==> config.mk <==
export PLATFORM = sky130hd
export DESIGN_NAME = fetch_ctrl
export DESIGN_NICKNAME = d
export VERILOG_FILES = /design/src/rtl/fetch_ctrl_pkg.sv /design/src/rtl/fetch_ctrl_npc.sv /design/src/rtl/fetch_ctrl.sv
export SDC_FILE = /design/constraint.sdc
export NUM_CORES = 1
export LEC_CHECK = 0
export BUFFER_PORTS_ARGS = -buffer_cell sky130_fd_sc_hd__buf_2
export CORE_MARGIN = 1.5
export CORE_UTILIZATION = 40
export CTS_BUF_LIST = sky130_fd_sc_hd__clkbuf_2 sky130_fd_sc_hd__clkbuf_4 sky130_fd_sc_hd__clkbuf_8
export DETAILED_ROUTE_END_ITERATION = 16
export SYNTH_ARGS = -nofsm -noshare
export SYNTH_HDL_FRONTEND = slang
export SYNTH_HIERARCHICAL = 1
export SYNTH_SLANG_ARGS = --single-unit
==> constraint.sdc <==
create_clock -name clk -period 7.5 [get_ports clk]
set_clock_uncertainty 0.15 [all_clocks]
set_input_delay 0.75 -clock clk [delete_from_list [all_inputs] [get_ports clk]]
set_output_delay 0.75 -clock clk [all_outputs]
set_load 0.02 [all_outputs]
==> src/rtl/fetch_ctrl_pkg.sv <==
// Shared definitions for the instruction fetch controller: FSM states,
// next-PC mode encodings, the reset PC default and the F/D entry layout.
package fetch_ctrl_pkg;

  localparam logic [31:0] RESET_PC_DEFAULT = 32'h0000_3000;

  typedef enum logic [1:0] {
    ST_BOOT  = 2'd0,
    ST_FETCH = 2'd1,
    ST_FULL  = 2'd2
  } state_t;

  localparam logic [2:0] NPC_ADD4 = 3'd0;
  localparam logic [2:0] NPC_BRCH = 3'd1;
  localparam logic [2:0] NPC_J    = 3'd2;
  localparam logic [2:0] NPC_JR   = 3'd3;

  typedef struct packed {
    logic [31:0] pc;
    logic [31:0] instr;
  } fd_entry_t;

  // Branch displacement: sign-extended word offset.
  function automatic logic [31:0] br_offset(input logic [15:0] imm16);
    return {{14{imm16[15]}}, imm16, 2'b00};
  endfunction

endpackage

==> src/rtl/fetch_ctrl_npc.sv <==
// Next-PC target computation for the instruction held in F/D.
// Branch and jump targets are relative to the delay-slot address.
module fetch_ctrl_npc
  import fetch_ctrl_pkg::*;
(
  input  logic [2:0]  npc_mod,
  input  logic [31:0] i_pc,
  input  logic [31:0] d_pc,
  input  logic [25:0] imm26,
  input  logic [31:0] reg32,
  output logic [31:0] target
);

  logic [31:0] slot_pc;

  assign slot_pc = d_pc + 32'd4;

  always_comb begin
    target = i_pc + 32'd4;
    case (npc_mod)
      NPC_BRCH: target = slot_pc + br_offset(imm26[15:0]);
      NPC_J:    target = {slot_pc[31:28], imm26, 2'b00};
      NPC_JR:   target = reg32;
      default:  target = i_pc + 32'd4;
    endcase
  end

endmodule

==> src/rtl/fetch_ctrl.sv <==
// Instruction fetch controller: one outstanding fetch, an F/D register with a
// one-entry skid buffer, and delayed-branch redirect handling.
module fetch_ctrl
  import fetch_ctrl_pkg::*;
#(
  parameter logic [31:0] RESET_PC = RESET_PC_DEFAULT
) (
  input  logic        clk,
  input  logic        reset,
  output logic        imem_req,
  output logic [31:0] imem_addr,
  input  logic        imem_ready,
  input  logic [31:0] imem_rdata,
  output logic        fd_valid,
  output logic [31:0] fd_pc,
  output logic [31:0] fd_instr,
  input  logic        d_accept,
  input  logic [2:0]  d_npc_mod,
  input  logic [31:0] d_reg32,
  output state_t      state
);

  // Handshakes: a fetch completes on any cycle where imem_req && imem_ready;
  // imem_addr is held until then. F/D is consumed when fd_valid && d_accept.

  state_t      state_q;
  logic [31:0] pc_q;
  logic        fd_valid_q;
  fd_entry_t   fd_q;
  fd_entry_t   skid_q;
  logic        redir_v_q;
  logic [31:0] redir_tgt_q;
  logic [31:0] redir_after_q;

  logic        accept;
  logic        cap;
  logic        done;
  logic        drop;
  logic        redir_hit;
  logic        eff_v;
  logic [31:0] eff_tgt;
  logic [31:0] eff_after;
  logic [31:0] npc_tgt;
  logic [31:0] pc_inc;
  logic [31:0] fd_after;

  fetch_ctrl_npc npc (
    .npc_mod (d_npc_mod),
    .i_pc    (pc_q),
    .d_pc    (fd_q.pc),
    .imm26   (fd_q.instr[25:0]),
    .reg32   (d_reg32),
    .target  (npc_tgt)
  );

  assign accept    = d_accept & fd_valid_q;
  // The delay slot is never a control transfer, so a pending redirect blocks capture.
  assign cap       = accept & (d_npc_mod != NPC_ADD4) & ~redir_v_q;
  assign done      = (state_q == ST_FETCH) & imem_ready;
  assign pc_inc    = pc_q + 32'd4;
  assign fd_after  = fd_q.pc + 32'd8;

  // A redirect captured this cycle is visible to a completion in the same cycle.
  assign eff_v     = redir_v_q | cap;
  assign eff_tgt   = redir_v_q ? redir_tgt_q : npc_tgt;
  assign eff_after = redir_v_q ? redir_after_q : fd_after;
  assign drop      = done & eff_v & (pc_q == eff_after);
  assign redir_hit = eff_v & (pc_inc == eff_after);

  assign imem_req  = (state_q == ST_FETCH);
  assign imem_addr = pc_q;
  assign fd_valid  = fd_valid_q;
  assign fd_pc     = fd_q.pc;
  assign fd_instr  = fd_q.instr;
  assign state     = state_q;

  always_ff @(posedge clk) begin
    if (reset) begin
      state_q       <= ST_BOOT;
      pc_q          <= RESET_PC;
      fd_valid_q    <= 1'b0;
      fd_q          <= '0;
      skid_q        <= '0;
      redir_v_q     <= 1'b0;
      redir_tgt_q   <= '0;
      redir_after_q <= '0;
    end else begin
      case (state_q)
        ST_BOOT: begin
          state_q <= ST_FETCH;
        end

        ST_FETCH: begin
          if (drop) begin
            // Word beyond the delay slot: discard it and jump.
            pc_q      <= eff_tgt;
            redir_v_q <= 1'b0;
            if (accept) fd_valid_q <= 1'b0;
          end else if (done) begin
            if (!fd_valid_q || accept) begin
              fd_valid_q <= 1'b1;
              fd_q       <= '{pc: pc_q, instr: imem_rdata};
            end else begin
              skid_q  <= '{pc: pc_q, instr: imem_rdata};
              state_q <= ST_FULL;
            end
            if (redir_hit) begin
              pc_q      <= eff_tgt;
              redir_v_q <= 1'b0;
            end else begin
              pc_q <= pc_inc;
              if (cap) begin
                redir_v_q     <= 1'b1;
                redir_tgt_q   <= npc_tgt;
                redir_after_q <= fd_after;
              end
            end
          end else begin
            if (accept) fd_valid_q <= 1'b0;
            if (cap) begin
              redir_v_q     <= 1'b1;
              redir_tgt_q   <= npc_tgt;
              redir_after_q <= fd_after;
            end
          end
        end

        ST_FULL: begin
          if (accept) begin
            fd_q    <= skid_q;
            state_q <= ST_FETCH;
          end
          if (cap) begin
            // Delay slot already sits in the skid: jump without fetching pc_q.
            if (pc_q == fd_after) begin
              pc_q <= npc_tgt;
            end else begin
              redir_v_q     <= 1'b1;
              redir_tgt_q   <= npc_tgt;
              redir_after_q <= fd_after;
            end
          end
        end

        default: begin
          state_q <= ST_BOOT;
        end
      endcase
    end
  end

endmodule

==> impl_metrics.toml <==
[grt]
track_usage = 0.331
grt_first_pass_wirelength_um = 117000
grt_pass1_vias = 18100
grt.overflow.total = 0
grt_max_degree = 90
grt_antenna_before_repair = 2

[setup_path]
crit_path_end_kind = "flop"
reg2reg_from = "fd_pc[10]$_SDFFE_PP0P_"
cp-start-kind = "flop"
critPathLaunch = "fd_pc[10]$_SDFFE_PP0P_"
worstPathMaxFanout = 29
critPathKind = "flop to flop"
worst_ep_required_time_ns = 7.85
cp.arrival_ns = 6.30

[worst_hold_path]
hold_path.startpoint = "imem_rdata[28]"
min_path_type = "input port to flop"

[synth]
synth_mux_area_frac = 0.126
synth-xor-area-share = 0.0978
synth.avg_cell_area_um2 = 7.85
yosys_most_used_dff = "dfxtp_1"
synth_fa_ha_area_frac = 0.0303
synth_top_family_by_area = "simple AND/OR/NAND/NOR gates"
synth_compound_area_frac = 0.211
ys_seq_area_frac = 0.253
synth_cell_type_count = 97
synth_edf_count = 0
syn_area_um2 = 18000
ys_warn_count = 6
syn_inst = 2297
synth-simple-area-share = 0.225
syn_nets = 2411
ys_ff_latch = 228
synth-async-reset-ratio = 0

[sta]
setup_viol = 0
relSlewSlack = 0.139
grt_setup_unrepaired = "no"
fin_crit_ns = 5.95
worstMarginPinSlew_ns = 1.29
slew_viol_final = 0
hold-worst-slack_ns = 0.214
tns_ns = 0
max_freq_mhz = 168
fin_crit_sh = 0.794
finalHoldViolations = 0
final.setup.worst_slack_ns = 1.55

[power]
power_density_nw_per_um2 = 217
finalPower_mw = 4.42
leakagePower_nw = 7.34
ir_worst_vdd_v = 0.000167
p_sw_mw = 1.69
p_clk_frac = 0.359
switching_share = 0.383
p_seq_frac = 0.320
internal_power_mw = 2.73
pwr-share-comb = 0.321

[cells_and_area]
final_common_cell = "nor2_1"
stdcell_area_um2 = 20400
post-route-util = 0.460
layout.nets = 2492
final_cell_mix = "nor2_1 (249), dfxtp_1 (227), mux2i_1 (190)"
drive_above_1_share = 0.158
area_growth_pct = 13.1
finalNonFillerCells = 3006

[detailed_routing]
num_vias = 19300
antenna_left = 0
finalWirelength_um = 79400
dr.pass1.iters = 6
wl_per_cell_um = 26.4
vias_per_cell = 6.41
drt_iter0_markers = 2471
drc = 0

[floorplanning]
core-area_um2 = 44300
io_pins = 171
die_h_um = 215
die_w_um = 215
dieArea_um2 = 46400
initial_core_util = 0.407
fp-row-count = 77

[clocking]
post_cts_resize_count = 0
numCtsBuffers = 46
clockBufferDepth = 3
postCtsSetupBuffers = 0
tritoncts = "yes"
clock-sinks = 228
holdBufCountCts = 0
cts-root-buf = "clkbuf_8"
h-tree-depth = 2
clock_latency_ns = 0.67
clk_pin_slew_ns = 0.06

[placement]
hpwlAfterDp_um = 57100
post-place-ws_ns = 1.72
place_inst = 2922
gp_congestion = 1.01
numPortBuffers = 170
postPlaceCellArea_um2 = 19300

[flow_run]
maxCapViolations = 0

[status]
status = "finished, final reports clean"
## sequential cells by signal (all words and copies together), names as in the netlist
register / flops
fd_valid: 1
fd_instr: 32
state: 2
redir_tgt_q: 32
imem_addr: 32
fd_pc: 32
redir_v_q: 1
skid_q: 64
redir_after_q: 32
## routing by layer
layer,wire length [um],vias to the layer above,track usage
met5,18,-,0
met4,3140,4,0.135
met3,7620,171,0.0555
met2,35000,1019,0.515
met1,33700,9424,0.454
li1,-,8655,-
## final timing paths
path	end	slack, ns	cells past startpoint
max	imem_addr[9]$_SDFFE_PP0P_	1.55	11
min	skid_q[28]$_SDFFE_PP0P_	0.21	3
max reg2reg	imem_addr[9]$_SDFFE_PP0P_	1.55	11
min reg2reg	redir_tgt_q[31]$_SDFFE_PP0P_	0.33	2
## critical path, cell delays in order, from the launching register on
cell      delay, ns
dfxtp_1        0.72
nand4_2        0.60
or4_1          0.89
o31a_1         0.36
o31ai_2        0.53
xor2_1         0.26
nand3b_1       0.15
or4_4          0.59
o22ai_4        0.94
buf_4          0.28
mux2i_1        0.18
o22ai_1        0.09
## cell usage after synthesis, types with 15 or more instances
| master | n | area (um^2) |
|---|---|---|
| a31oi_1 | 31 | 194 |
| a211oi_1 | 99 | 743 |
| or4_1 | 21 | 158 |
| nand2_1 | 119 | 447 |
| mux2i_1 | 190 | 1900 |
| nand3_1 | 110 | 551 |
| mux2_2 | 33 | 372 |
| and3_1 | 42 | 263 |
| buf_4 | 16 | 120 |
| or3_1 | 16 | 100 |
| o22ai_1 | 41 | 257 |
| clkbuf_1 | 137 | 514 |
| nor4_1 | 33 | 206 |
| a22oi_1 | 19 | 143 |
| a21oi_1 | 153 | 766 |
| dfxtp_1 | 228 | 4560 |
| inv_1 | 46 | 173 |
| a21o_1 | 17 | 128 |
| buf_2 | 27 | 135 |
| nor2b_1 | 17 | 106 |
| nor2_1 | 250 | 938 |
| nand2b_1 | 23 | 144 |
| xnor2_1 | 125 | 1090 |
| and4_1 | 18 | 158 |
| ha_1 | 42 | 526 |
| o21ai_0 | 85 | 425 |
| o31ai_1 | 15 | 113 |
| nand4_1 | 45 | 282 |
| xor2_1 | 64 | 561 |
| nor3_1 | 46 | 230 |
## area by class of cell
cell class / instances / area, um^2
Antenna cell: 1 / 2.50
Clock buffer: 71 / 877
Clock inverter: 12 / 241
Fill cell: 4498 / 23900
Inverter: 48 / 180
Multi-Input combinational cell: 1828 / 12500
Sequential cell: 228 / 4570
Tap cell: 592 / 741
Timing Repair Buffer: 226 / 1280
## logic make-up (layout without fill, tap and decap cells)
group	count (synthesis)	count (layout)
AOI/OAI and AO/OA	577	577
xor gates and xnor gates	194	194
adders and majority gates	43	43
buffers and inverters	241	357
DFF	228	228
muxes	223	223
other	0	1
and+or+nand+nor	791	791
## power groups by stage
stage | Sequential (mW) | Combinational [mW] | Clock (mW)
2_1_floorplan | 1.44 | 0.889 | 0
3_3_place_gp | 1.43 | 1.37 | 0
3_5_place_dp | 1.44 | 1.38 | 0
4_1_cts | 1.41 | 1.39 | 1.61
5_1_grt | 1.42 | 1.51 | 1.66
6_report | 1.42 | 1.42 | 1.59
No activity file was read; power rests on OpenSTA's default activity.
